File: src/rtl/nd_1to2_pkg.sv
// nd_1to2_pkg: shared widths, output handshake states and message sizing for the split node
package nd_1to2_pkg;
  localparam int NS_1TO2_FSZ = 2;
  localparam int NS_ADDRESS_SIZE = 8;
  localparam int NS_DATA_SIZE = 8;
  localparam int NS_REDUN_SIZE = 4;
  localparam bit ON = 1'b1;
  localparam bit OFF = 1'b0;
  typedef enum logic [1:0] {OS_IDLE, OS_REQ, OS_DRAIN} out_state_t;
  function automatic int msg_width(input int asz, input int dsz, input int rsz);
    return 2 * asz + dsz + rsz;
  endfunction
endpackage

File: src/rtl/nd_msg_fifo.sv
// nd_msg_fifo: synchronous FIFO of packed {src,dst,dat,red} messages, 2^FSZ entries
module nd_msg_fifo #(
  parameter int FSZ = 2,
  parameter int W = 28
) (
  input  logic         i_clk,
  input  logic         clr,
  input  logic         push,
  input  logic         pop,
  input  logic [W-1:0] wdata,
  output logic [W-1:0] rdata,
  output logic         full,
  output logic         empty
);
  logic [W-1:0] mem [2**FSZ];
  logic [FSZ:0] wp, rp;
  logic do_push, do_pop;
  assign full = (wp[FSZ] != rp[FSZ]) && (wp[FSZ-1:0] == rp[FSZ-1:0]);
  assign empty = wp == rp;
  assign rdata = mem[rp[FSZ-1:0]];
  assign do_push = push && !full;
  assign do_pop = pop && !empty;
  // pointers wrap modulo 2^(FSZ+1); clr discards everything held
  always_ff @(posedge i_clk)
    if (clr) begin
      wp <= '0;
      rp <= '0;
    end else begin
      if (do_push) wp <= wp + 1'b1;
      if (do_pop) rp <= rp + 1'b1;
    end
  // message storage, no reset needed since empty masks stale entries
  always_ff @(posedge i_clk)
    if (do_push && !clr) mem[wp[FSZ-1:0]] <= wdata;
endmodule

File: src/rtl/nd_1to2.sv
// nd_1to2: split node routing one 4-phase input channel onto two buffered output channels
module nd_1to2 import nd_1to2_pkg::*; #(
  parameter int FSZ = NS_1TO2_FSZ,
  parameter int ASZ = NS_ADDRESS_SIZE,
  parameter int DSZ = NS_DATA_SIZE,
  parameter int RSZ = NS_REDUN_SIZE,
  parameter int RBIT = 0
) (
  input  logic           i_clk,
  input  logic           reset,
  output logic           ready,
  input  logic           rcv0_req,
  output logic           rcv0_ack,
  input  logic [ASZ-1:0] rcv0_src,
  input  logic [ASZ-1:0] rcv0_dst,
  input  logic [DSZ-1:0] rcv0_dat,
  input  logic [RSZ-1:0] rcv0_red,
  output logic           snd0_req,
  input  logic           snd0_ack,
  output logic [ASZ-1:0] snd0_src,
  output logic [ASZ-1:0] snd0_dst,
  output logic [DSZ-1:0] snd0_dat,
  output logic [RSZ-1:0] snd0_red,
  output logic           snd1_req,
  input  logic           snd1_ack,
  output logic [ASZ-1:0] snd1_src,
  output logic [ASZ-1:0] snd1_dst,
  output logic [DSZ-1:0] snd1_dat,
  output logic [RSZ-1:0] snd1_red
);
  localparam int W = msg_width(ASZ, DSZ, RSZ);
  logic [1:0] push, pop, full, empty, req, ack;
  logic [W-1:0] rdata [2];
  logic [W-1:0] out_msg [2];
  logic [W-1:0] wdata;
  logic clr, sel, accept;
  assign clr = reset || !ready;
  assign sel = rcv0_dst[RBIT];
  assign accept = ready && rcv0_req && !rcv0_ack && !full[sel];
  assign push = {accept && sel, accept && !sel};
  assign wdata = {rcv0_src, rcv0_dst, rcv0_dat, rcv0_red};
  assign ack = {snd1_ack, snd0_ack};
  assign snd0_req = req[0];
  assign snd1_req = req[1];
  assign {snd0_src, snd0_dst, snd0_dat, snd0_red} = out_msg[0];
  assign {snd1_src, snd1_dst, snd1_dat, snd1_red} = out_msg[1];
  // one init edge after reset, then the input side acks once per accepted message
  always_ff @(posedge i_clk)
    if (reset) begin
      ready <= 1'b0;
      rcv0_ack <= 1'b0;
    end else if (!ready) begin
      ready <= 1'b1;
      rcv0_ack <= 1'b0;
    end else if (accept) rcv0_ack <= 1'b1;
    else if (!rcv0_req) rcv0_ack <= 1'b0;
  for (genvar k = 0; k < 2; k++) begin : g_out
    out_state_t st;
    logic req_r;
    logic [W-1:0] msg_r;
    assign pop[k] = ready && st == OS_IDLE && !empty[k];
    assign req[k] = req_r;
    assign out_msg[k] = msg_r;
    nd_msg_fifo #(.FSZ(FSZ), .W(W)) u_fifo (
      .i_clk(i_clk),
      .clr(clr),
      .push(push[k]),
      .pop(pop[k]),
      .wdata(wdata),
      .rdata(rdata[k]),
      .full(full[k]),
      .empty(empty[k])
    );
    // output handshake: load head into the register, hold req until ack, then wait for ack to fall
    always_ff @(posedge i_clk)
      if (clr) begin
        st <= OS_IDLE;
        req_r <= 1'b0;
        msg_r <= '0;
      end else
        case (st)
          OS_IDLE:
            if (pop[k]) begin
              st <= OS_REQ;
              req_r <= 1'b1;
              msg_r <= rdata[k];
            end
          OS_REQ:
            if (ack[k]) begin
              st <= OS_DRAIN;
              req_r <= 1'b0;
            end
          OS_DRAIN: if (!ack[k]) st <= OS_IDLE;
          default: st <= OS_IDLE;
        endcase
  end
endmodule

File: config.mk
export PLATFORM = sky130hd
export DESIGN_NAME = nd_1to2
export DESIGN_NICKNAME = d
export VERILOG_FILES = /design/src/rtl/nd_1to2_pkg.sv /design/src/rtl/nd_msg_fifo.sv /design/src/rtl/nd_1to2.sv
export SDC_FILE = /design/constraint.sdc
export NUM_CORES = 1
export LEC_CHECK = 0
export CAP_MARGIN = 20
export CORE_MARGIN = 2
export CORE_UTILIZATION = 55
export CTS_BUF_LIST = sky130_fd_sc_hd__clkbuf_8
export CTS_CLUSTER_SIZE = 24
export DETAILED_ROUTE_END_ITERATION = 6
export GPL_TIMING_DRIVEN = 0
export HOLD_SLACK_MARGIN = 0.15
export PLACE_DENSITY = 0.72
export REMOVE_ABC_BUFFERS = 1
export SYNTH_ARGS = -nofsm -noshare
export SYNTH_HDL_FRONTEND = slang
export SYNTH_SLANG_ARGS = --single-unit
File: constraint.sdc
create_clock -name i_clk -period 4.7 [get_ports i_clk]
set_clock_uncertainty 0.1 [all_clocks]
set_input_delay 0.94 -clock i_clk [delete_from_list [all_inputs] [get_ports i_clk]]
set_output_delay 0.94 -clock i_clk [all_outputs]
set_load 0.01 [all_outputs]
==> results of run 1 <==
cell families after synthesis:
family / after synthesis
AND/OR/NAND/NOR: 157
flip-flops: 300
multiplexers: 123
adder cells (fa/ha/maj): 10
XOR/XNOR: 12
AO/OA/AOI/OAI: 19
buffers and inverters: 45
synth_stat cells:
master,instances,share of area (%)
nand4b_1,1,0.076
dfxtp_1,76,13
a311oi_1,2,0.15
buf_4,10,0.65
nor3b_2,1,0.11
nand4bb_1,1,0.098
xnor2_1,4,0.30
nor3b_1,3,0.20
buf_2,11,0.48
nor4_1,2,0.11
clkbuf_1,9,0.29
xor2_1,5,0.38
edfxtp_1,224,58
a41o_1,1,0.087
nor4bb_1,1,0.087
o311a_1,2,0.17
a211oi_1,1,0.065
nand2b_1,6,0.33
a21boi_0,1,0.065
nand2_1,131,4.3
inv_1,9,0.29
a31o_2,1,0.076
a21oi_1,4,0.17
mux2i_1,67,5.8
xor2_2,3,0.42
nor3_1,3,0.13
a311o_1,1,0.087
a31oi_1,1,0.054
nor2_1,1,0.032
ha_1,10,1.1
buf_6,3,0.29
a2111oi_0,1,0.076
and3_1,6,0.33
buf_8,3,0.39
nor2b_1,1,0.054
mux4_2,56,11
o21ai_0,2,0.087
o31ai_4,2,0.37
critical path: stages:
cell and delay, ns:
clkdlybuf4s50_1 0.71, nand4b_1 0.18, a31oi_1 0.46, and3_2 0.91
worst paths after layout:
kind,from,end,slack (ns),cells past startpoint
worst max register to register,g_out[1].u_fifo.rp[0]$_SDFFE_PP0P_,g_out[1].u_fifo.mem[3][18]$_DFFE_PP_,1.79,4
worst min register to register,g_out[0].msg_r[13]$_SDFFE_PP0P_,g_out[0].msg_r[13]$_SDFFE_PP0P_,0.35,2
worst max-delay path,rcv0_dst[0],g_out[1].u_fifo.mem[3][18]$_DFFE_PP_,1.53,4
worst min-delay path,g_out[0].msg_r[13]$_SDFFE_PP0P_,g_out[0].msg_r[13]$_SDFFE_PP0P_,0.35,2
stage by stage:
stage,setup TNS [ns],cell area (sq um),power (W)
final,0,13900,0.00506
after CTS,0,13800,0.00511
after detailed placement,0,13000,0.00309
after global placement,-599.17,12600,0.00308
after global routing,0,13800,0.00523
after floorplan,-80.79,11300,0.00300
power by group through the flow:
stage / combinational [W] / sequential, W / clock, W
after detailed placement: 0.000164 / 0.00292 / 0
after global routing: 0.000177 / 0.00287 / 0.00219
after global placement: 0.000150 / 0.00293 / 0
final: 0.000163 / 0.00287 / 0.00203
after CTS: 0.000165 / 0.00287 / 0.00208
after floorplan: 0.0000709 / 0.00293 / 0
layout make-up:
| type | count | share of cell area [%] |
|---|---|---|
| clock buffers | 52 | 5.17 |
| well taps | 275 | 2.48 |
| inverters | 9 | 0.244 |
| multi-input cells | 321 | 22.1 |
| repair buffers | 115 | 9.21 |
| flip-flops and latches | 300 | 59.6 |
| clock inverters | 35 | 1.24 |
| diodes | 1 | 0.0181 |
layer usage:
layer  wire length (microns)  track usage [%]
met2                   11100             34.4
met3                    1420             4.95
met4                     414             6.43
met1                    9350             27.8
met5                       0                0
registers in the layout (all words and copies together) (netlist names):
| signal | flops |
|---|---|
| rcv0_ack | 1 |
| snd0_req | 1 |
| g_out.st | 4 |
| g_out.msg_r | 56 |
| g_out.u_fifo.rp | 6 |
| ready | 1 |
| g_out.u_fifo.mem | 224 |
| g_out.u_fifo.wp | 6 |
| snd1_req | 1 |
==> flow_summary_export.csv, run 1 <==
group,metric,value,unit
outcome,status,"complete, no violations",
worst_setup_path,cp_max_fo,28,
worst_setup_path,crit_path_start_kind,"primary input",
final_layout,drive_gt1_share,19.0,%
yosys,synth-compound-area-share,1.46,%
sta,final-hold-violation-count,0,
final_layout,seqCellArea,8250,sq um
floorplanning,initial_utilization,55.5,%
yosys,synth-simple-area-share,5.80,%
power_and_ir_drop,leakage,4.97,nW
clock_tree,cts_buffers,47,
sta,finalSetupViolCount,0,
routing,remaining_drc_errors,0,
grt,grt_pass1_vias,6424,
final_layout,multi_input_area,3060,sq um
power_and_ir_drop,ir_worst_vdd,174,uV
flow_run,maxCapViolations,0,
routing,vias,6159,
yosys,synth.distinct_cells,38,
place,portBuffers,92,
yosys,synthMuxAreaShare,16.7,%
place,place.gp.congestion,0.682,
sta,final_max_slew_viol_count,0,
power_and_ir_drop,p_comb_share,3.2,%
final_layout,nFillCells,1454,
floorplanning,ios,93,
routing,drt_iter0_markers,431,
floorplanning,row_count,53,
sta,timing.fmax,0.316,GHz
floorplanning,core-area,20800,sq um
grt,antenna_found_initial,1,
final_layout,areaGrowthSynthToFinish,19.9,%
yosys,synth_top_family_by_area,"multiplexers",
clock_tree,cts_resized,0,
worst_hold_path,hold_path.class,"flop to flop",
clock_tree,clock-sinks,300,
clock_tree,post_cts.repair.setup_buffers,0,
sta,worst_pin_slew,0.931,ns
sta,period_share,67.4,%
grt,grt_first_pass_wirelength,35000,microns
final_layout,post-route-util,66.5,%
grt,grt-ovfl-total,0,
routing,ant_nets,0,
sta,worst_slack,1.53,ns
sta,timing.hold.ws,0.354,ns
sta,period_needed,3.17,ns
power_and_ir_drop,power.internal,0.00400,W
yosys,synth_seq_area_share,71.4,%
yosys,syn_area,11500,sq um
routing,drtPass1Iterations,4,
sta,max_slew_margin,37.9,%
grt,grt_max_degree,41,
grt,grtUsageTotal,20.8,%
clock_tree,h-tree-depth,2,
place,place_hpwl,14000,microns
clock_tree,clk_path_buf_depth,3,
clock_tree,clock-root-buffer,"clkbuf_8",
routing,wl,22300,microns
place,dp_slack,0.999,ns
place,dp.cells,1020,
final_layout,final_cell_mix,"224 x edfxtp_1, 131 x nand2_1, 92 x clkdlybuf4s50_1, 72 x dfxtp_1, 67 x mux2i_1",
yosys,netlist_instances,666,
floorplanning,die_x,149,microns
final_layout,finalNetCount,837,
yosys,synth_fa_ha_area_share,1.08,%
worst_setup_path,worstSetupPathType,"primary input to flop",
routing,wl_per_cell,20.1,microns
worst_setup_path,worstPathRequired,4.76,ns
clock_tree,clock_latency,0.54,ns
final_layout,instances_no_fill,1108,
yosys,yosysWarningCount,0,
clock_tree,clk_pin_slew,0.06,ns
yosys,avgSynthCellArea,17.3,sq um
power_and_ir_drop,clkPwrFrac,40.1,%
clock_tree,cts_tree,"built",
worst_setup_path,cp-end-kind,"flop",
power_and_ir_drop,p_switching,0.00105,W
routing,viasPerCell,5.56,
clock_tree,hold_buffers,0,
sta,rsz0062_at_grt,"no",
power_and_ir_drop,powerDensity,365,nW/um^2
yosys,synth_xor_area_share,1.11,%
final_layout,final_common_cell,"edfxtp_1",
floorplanning,dieArea,22200,sq um
yosys,synth_seq_cells,300,
worst_setup_path,arrival,3.23,ns
power_and_ir_drop,pwr-share-seq,56.7,%
power_and_ir_drop,switching_share,20.8,%
floorplanning,die_h,149,microns
Power figures use the tool's default switching activity.
==> run 2: changes to the inputs <==
CORE_UTILIZATION = 54   (was 55)
PLACE_DENSITY = 0.74   (was 0.72)
clock period = 2.7 ns   (was 4.7 ns; I/O delays follow)
==> flow_summary_export.csv, run 2 (synthesized netlist as in run 1, its figures left out) <==
group,metric,value,unit
floorplanning,row_count,53,
routing,vias,6043,
worst_setup_path,worstSetupPathType,"primary input to flop",
floorplanning,ios,93,
routing,remaining_drc_errors,0,
routing,viasPerCell,5.46,
clock_tree,cts_tree,"built",
final_layout,areaGrowthSynthToFinish,19.9,%
routing,wl,22600,microns
worst_setup_path,crit_path_start_kind,"primary input",
worst_setup_path,cp_slowest_cell,"clkdlybuf4s50_1",
final_layout,final_common_cell,"edfxtp_1",
power_and_ir_drop,p_comb_share,3.3,%
clock_tree,clock_latency,0.56,ns
routing,drtPass1Iterations,5,
sta,timing.fmax,0.394,GHz
clock_tree,cts_buffers,45,
worst_setup_path,worstPathRequired,3.06,ns
sta,finalSetupViolCount,0,
floorplanning,dieArea,22600,sq um
power_and_ir_drop,clkPwrFrac,39.0,%
clock_tree,clk_path_buf_depth,3,
power_and_ir_drop,power.internal,0.00686,W
sta,worst_pin_slew,0.841,ns
grt,grt_pass1_vias,6353,
place,dp_slack,-0.711,ns
power_and_ir_drop,switching_share,20.7,%
sta,timing.hold.ws,0.356,ns
final_layout,post-route-util,65.8,%
clock_tree,clock-sinks,300,
grt,grtUsageTotal,20.8,%
place,dp.cells,1017,
grt,grt_first_pass_wirelength,34600,microns
routing,drt_iter0_markers,318,
routing,wl_per_cell,20.4,microns
final_layout,drive_gt1_share,19.1,%
final_layout,largest_reg_flops,224,
sta,period_share,93.9,%
power_and_ir_drop,ir_worst_vdd,347,uV
flow_run,maxCapViolations,0,
sta,period_needed,2.54,ns
final_layout,finalNetCount,837,
final_layout,instances_no_fill,1106,
place,place_hpwl,13400,microns
sta,final_max_slew_viol_count,0,
sta,worst_slack,0.164,ns
routing,ant_nets,0,
clock_tree,h-tree-depth,2,
outcome,status,"complete, no violations",
place,portBuffers,92,
clock_tree,clock-root-buffer,"clkbuf_8",
final_layout,nFillCells,1451,
grt,grt_max_degree,42,
clock_tree,clk_pin_slew,0.05,ns
worst_setup_path,path_common_cell,"buf_12",
worst_setup_path,cp_max_fo,41,
power_and_ir_drop,pwr-share-seq,57.7,%
floorplanning,core-area,21000,sq um
grt,grt-ovfl-total,0,
worst_setup_path,cp-end-kind,"flop",
final_layout,diodes,0,
floorplanning,die_x,150,microns
power_and_ir_drop,powerDensity,625,nW/um^2
floorplanning,initial_utilization,54.9,%
sta,max_slew_margin,43.9,%
worst_hold_path,hold_path.class,"flop to flop",
power_and_ir_drop,leakage,4.94,nW
worst_setup_path,arrival,2.90,ns
worst_setup_path,path_cells,"clkdlybuf4s50_1 > nor2b_4 > buf_12 > buf_12 > buf_12 > nand2_1 > mux2i_1",
floorplanning,die_h,150,microns
place,place.gp.congestion,0.694,
power_and_ir_drop,p_switching,0.00179,W
grt,antenna_found_initial,1,
sta,final-hold-violation-count,0,
sta,setup_tns,0,ns
final_layout,final_cell_mix,"224 x edfxtp_1, 131 x nand2_1, 92 x clkdlybuf4s50_1, 72 x dfxtp_1, 67 x mux2i_1",
sta,rsz0062_at_grt,"no",
worst_setup_path,critPathMaxStageDelay,0.70,ns
[run 2: changes by cell type in the layout (fill, tap and decap cells not counted), moves of 3 or more]
cell / before / now
nor3b_4: 0 / 3
dfxtp_4: 0 / 3
and3_4: 0 / 5
buf_8: 7 / 4
clkinv_1: 3 / 8
dfxtp_2: 4 / 1
nor3b_2: 4 / 1
and3_2: 4 / 1
buf_4: 0 / 3
inv_1: 34 / 28
[run 2: final timing paths]
path / from / end / slack (ns) / cells after the start
hold reg to reg: g_out[1].msg_r[17]$_SDFFE_PP0P_ / g_out[1].msg_r[17]$_SDFFE_PP0P_ / 0.36 / 2
setup reg to reg: g_out[0].u_fifo.rp[0]$_SDFFE_PP0P_ / g_out[0].u_fifo.mem[0][18]$_DFFE_PP_ / 0.17 / 5
setup / recovery: reset / g_out[1].msg_r[13]$_SDFFE_PP0P_ / 0.16 / 7
hold / removal: g_out[1].msg_r[17]$_SDFFE_PP0P_ / g_out[1].msg_r[17]$_SDFFE_PP0P_ / 0.36 / 2
[run 2: final cells by class]
class                   count  area, sq um  area share [%]
flip-flops and latches    300         8260            59.7
multi-input cells         323         3120            22.6
repair buffers            115         1240            8.93
clock buffers              52          716            5.17
well taps                 275          344            2.49
clock inverters            32          129           0.931
inverters                   9         33.8           0.244
[run 2: power by group through the flow]
stage                     Combinational, W  Clock, W  Sequential [W]
after global routing              0.000308   0.00366         0.00499
after floorplan                   0.000123         0         0.00509
after CTS                         0.000285   0.00346         0.00499
after global placement            0.000259         0         0.00509
final                             0.000284   0.00337         0.00499
after detailed placement          0.000278         0         0.00509
[run 2: layer usage]
layer | GRT usage [%] | vias to the layer above | share of wire [%]
met5 | 0 | - | 0.049
met4 | 7.41 | 2 | 2.7
li1 | - | 2784 | -
met3 | 4.39 | 51 | 5.5
met1 | 27.1 | 3019 | 41
met2 | 34.8 | 187 | 51
[run 2: repair_timing]
action	in CTS	in global routing
gates cloned	2	0
endpoints found under the setup margin	175	77
setup buffers	3	0
hold buffers	0	0
pin swaps	3	0
gates resized for setup	11	2
[run 2: through the flow]
step	area, sq um	total power [W]
3_3_place_gp	12600	0.00535
3_5_place_dp	12900	0.00537
6_report	13800	0.00865
2_1_floorplan	11300	0.00522
5_1_grt	13800	0.00896
4_1_cts	13800	0.00873
[run 2: worst max-delay path: cells and delay by family]
kind / cells / cell delay, ns
mux: 1 / 0.15
simple gates: 2 / 0.74
buf+inv: 4 / 1.43
==> run 3: changes to the inputs <==
CORE_MARGIN = unset   (was 2)
GPL_ROUTABILITY_DRIVEN = 0   (was unset)
==> flow_summary_export.csv, run 3 (synthesized netlist as in run 1, its figures left out) <==
group,metric,value,unit
outcome,status,"complete, no violations",
floorplanning,core-area,21000,sq um
routing,drtPass1Iterations,5,
final_layout,final_cell_mix,"224 x edfxtp_1, 131 x nand2_1, 92 x clkdlybuf4s50_1, 72 x dfxtp_1, 67 x mux2i_1",
clock_tree,clock-root-buffer,"clkbuf_8",
final_layout,final_common_cell,"edfxtp_1",
sta,timing.fmax,0.392,GHz
worst_setup_path,cp_max_fo,28,
floorplanning,die_h,148,microns
routing,wl,22000,microns
worst_setup_path,critPathLaunch,"rcv0_dst[0]",
floorplanning,dieArea,22000,sq um
place,place_hpwl,13700,microns
routing,drt_iter0_markers,319,
clock_tree,clock_latency,0.55,ns
routing,vias,6043,
final_layout,diodes,0,
worst_setup_path,path_cells,"clkdlybuf4s50_1 > nand4b_1 > a31oi_1 > and3_4",
grt,grt_pass1_vias,6283,
worst_setup_path,critPathMaxStageDelay,0.69,ns
sta,period_needed,2.55,ns
routing,ant_nets,0,
worst_setup_path,reg2reg_to,"g_out[0].u_fifo.mem[2][7]$_DFFE_PP_",
place,placed_area,13000,sq um
grt,met2_usage,36.2,%
final_layout,areaGrowthSynthToFinish,20.2,%
power_and_ir_drop,leakage,4.96,nW
worst_setup_path,worstPathRequired,2.78,ns
worst_hold_path,hold_path_depth,2,
floorplanning,initial_utilization,54.9,%
clock_tree,hold_buffers,0,
grt,grt-ovfl-total,0,
routing,wl_per_cell,19.9,microns
clock_tree,clk_pin_slew,0.06,ns
worst_setup_path,reg2reg_setup_slack,0.17,ns
floorplanning,ios,93,
power_and_ir_drop,power.internal,0.00695,W
power_and_ir_drop,ir_worst_vdd,307,uV
sta,final_max_slew_viol_count,0,
final_layout,finalNetCount,837,
worst_setup_path,cp-end-kind,"flop",
worst_setup_path,cp_slowest_cell,"clkdlybuf4s50_1",
final_layout,fin_area,13900,sq um
sta,period_share,94.6,%
final_layout,drive_gt1_share,19.0,%
final_layout,largest_reg_flops,224,
power_and_ir_drop,p_comb_share,3.3,%
grt,grt.met1_usage,25.7,%
sta,final-hold-violation-count,0,
grt,busiest_layer,"met2",
flow_run,maxCapViolations,0,
grt,grtUsageTotal,20.7,%
power_and_ir_drop,p_switching,0.00180,W
worst_setup_path,worstSetupEndpoint,"g_out[1].u_fifo.mem[2][13]$_DFFE_PP_",
floorplanning,row_count,53,
place,portBuffers,92,
grt,grt_first_pass_wirelength,33700,microns
power_and_ir_drop,pwr-share-seq,57.1,%
floorplanning,die_x,148,microns
clock_tree,clk_path_buf_depth,3,
sta,finalSetupViolCount,0,
power_and_ir_drop,switching_share,20.6,%
worst_setup_path,critPathTopFamily,"simple AND/OR/NAND/NOR gates",
worst_setup_path,r2r_cells,5,
clock_tree,cts_buffers,46,
final_layout,post-route-util,66.0,%
worst_setup_path,crit_path_start_kind,"primary input",
grt,grt_max_degree,45,
worst_setup_path,r2r_start,"g_out[0].u_fifo.rp[0]$_SDFFE_PP0P_",
sta,rsz0062_at_grt,"no",
clock_tree,clock-sinks,300,
worst_setup_path,worstSetupPathType,"primary input to flop",
power_and_ir_drop,clkPwrFrac,39.7,%
clock_tree,h-tree-depth,2,
worst_setup_path,crit_cells,4,
power_and_ir_drop,powerDensity,630,nW/um^2
clock_tree,cts_tree,"built",
worst_setup_path,arrival,2.63,ns
place,dp_slack,-0.600,ns
routing,viasPerCell,5.46,
worst_hold_path,hold_path.class,"flop to flop",
routing,remaining_drc_errors,0,
worst_setup_path,path_buf_inv,1,
sta,setup_tns,0,ns
sta,worst_slack,0.146,ns
sta,worst_pin_slew,0.678,ns
grt,antenna_found_initial,0,
worst_hold_path,hp-start,"g_out[0].msg_r[24]$_SDFFE_PP0P_",
grt,use_met3,3.65,%
sta,max_slew_margin,54.7,%
-- run 3: cell types whose count changed in the layout (fill, tap and decap cells not counted), sizes merged --
cell / previous run / this run
clkinv: 12 / 7
clkbuf: 52 / 55
inv: 28 / 31
and3: 8 / 6
buf: 23 / 24
-- run 3: worst min-delay path: cells and delay by family, from the launching register on --
| kind | cells | cell delay, ns |
|---|---|---|
| DFF | 1 | 0.30 |
| and+or+nand+nor | 1 | 0.05 |
| muxes | 1 | 0.05 |
-- run 3: power by group through the flow --
stage / clock, W / sequential, W / combinational [W]
after floorplan: 0 / 0.00509 / 0.000123
after global placement: 0 / 0.00509 / 0.000259
after detailed placement: 0 / 0.00509 / 0.000286
after CTS: 0.00354 / 0.00499 / 0.000287
after global routing: 0.00372 / 0.00499 / 0.000307
final: 0.00347 / 0.00499 / 0.000286
-- run 3: how the worst min path moves through the flow --
stage	slack, ns	to
after floorplan	0.37	g_out[1].st[0]$_SDFFE_PP0P_
after global placement	0.34	g_out[0].msg_r[15]$_SDFFE_PP0P_
after detailed placement	0.35	g_out[0].msg_r[17]$_SDFFE_PP0P_
after CTS	0.36	g_out[0].msg_r[24]$_SDFFE_PP0P_
after global routing	0.38	g_out[0].msg_r[17]$_SDFFE_PP0P_
final	0.36	g_out[0].msg_r[24]$_SDFFE_PP0P_
-- run 3: final cells by class --
type | instances | area [sq um]
clock buffers | 55 | 757
clock inverters | 30 | 119
fillers | 1399 | 7140
inverters | 9 | 33.8
multi-input cells | 321 | 3070
flip-flops and latches | 300 | 8260
well taps | 275 | 344
repair buffers | 116 | 1290
-- run 3: per-stage QoR --
step | power (W) | hold WS [ns] | std cells
3_3_place_gp | 0.00535 | 0.344 | 997
6_report | 0.00875 | 0.355 | 1106
4_1_cts | 0.00882 | 0.362 | 1105
2_1_floorplan | 0.00522 | 0.368 | 630
3_5_place_dp | 0.00538 | 0.352 | 1020
5_1_grt | 0.00902 | 0.376 | 1106
-- run 3: routing by layer --
| metal | up-vias | share of wire [%] | wire (microns) |
|---|---|---|---|
| met5 | - | 0 | 0 |
| met1 | 3062 | 40 | 8860 |
| li1 | 2782 | - | - |
| met4 | 0 | 1.9 | 407 |
| met2 | 164 | 53 | 11600 |
| met3 | 35 | 4.9 | 1090 |
-- run 3: timing repair --
action	in CTS	in global routing
resized for setup	1	5
pin swaps	0	1
endpoints found under the setup margin	150	121
buffers inserted	0	1
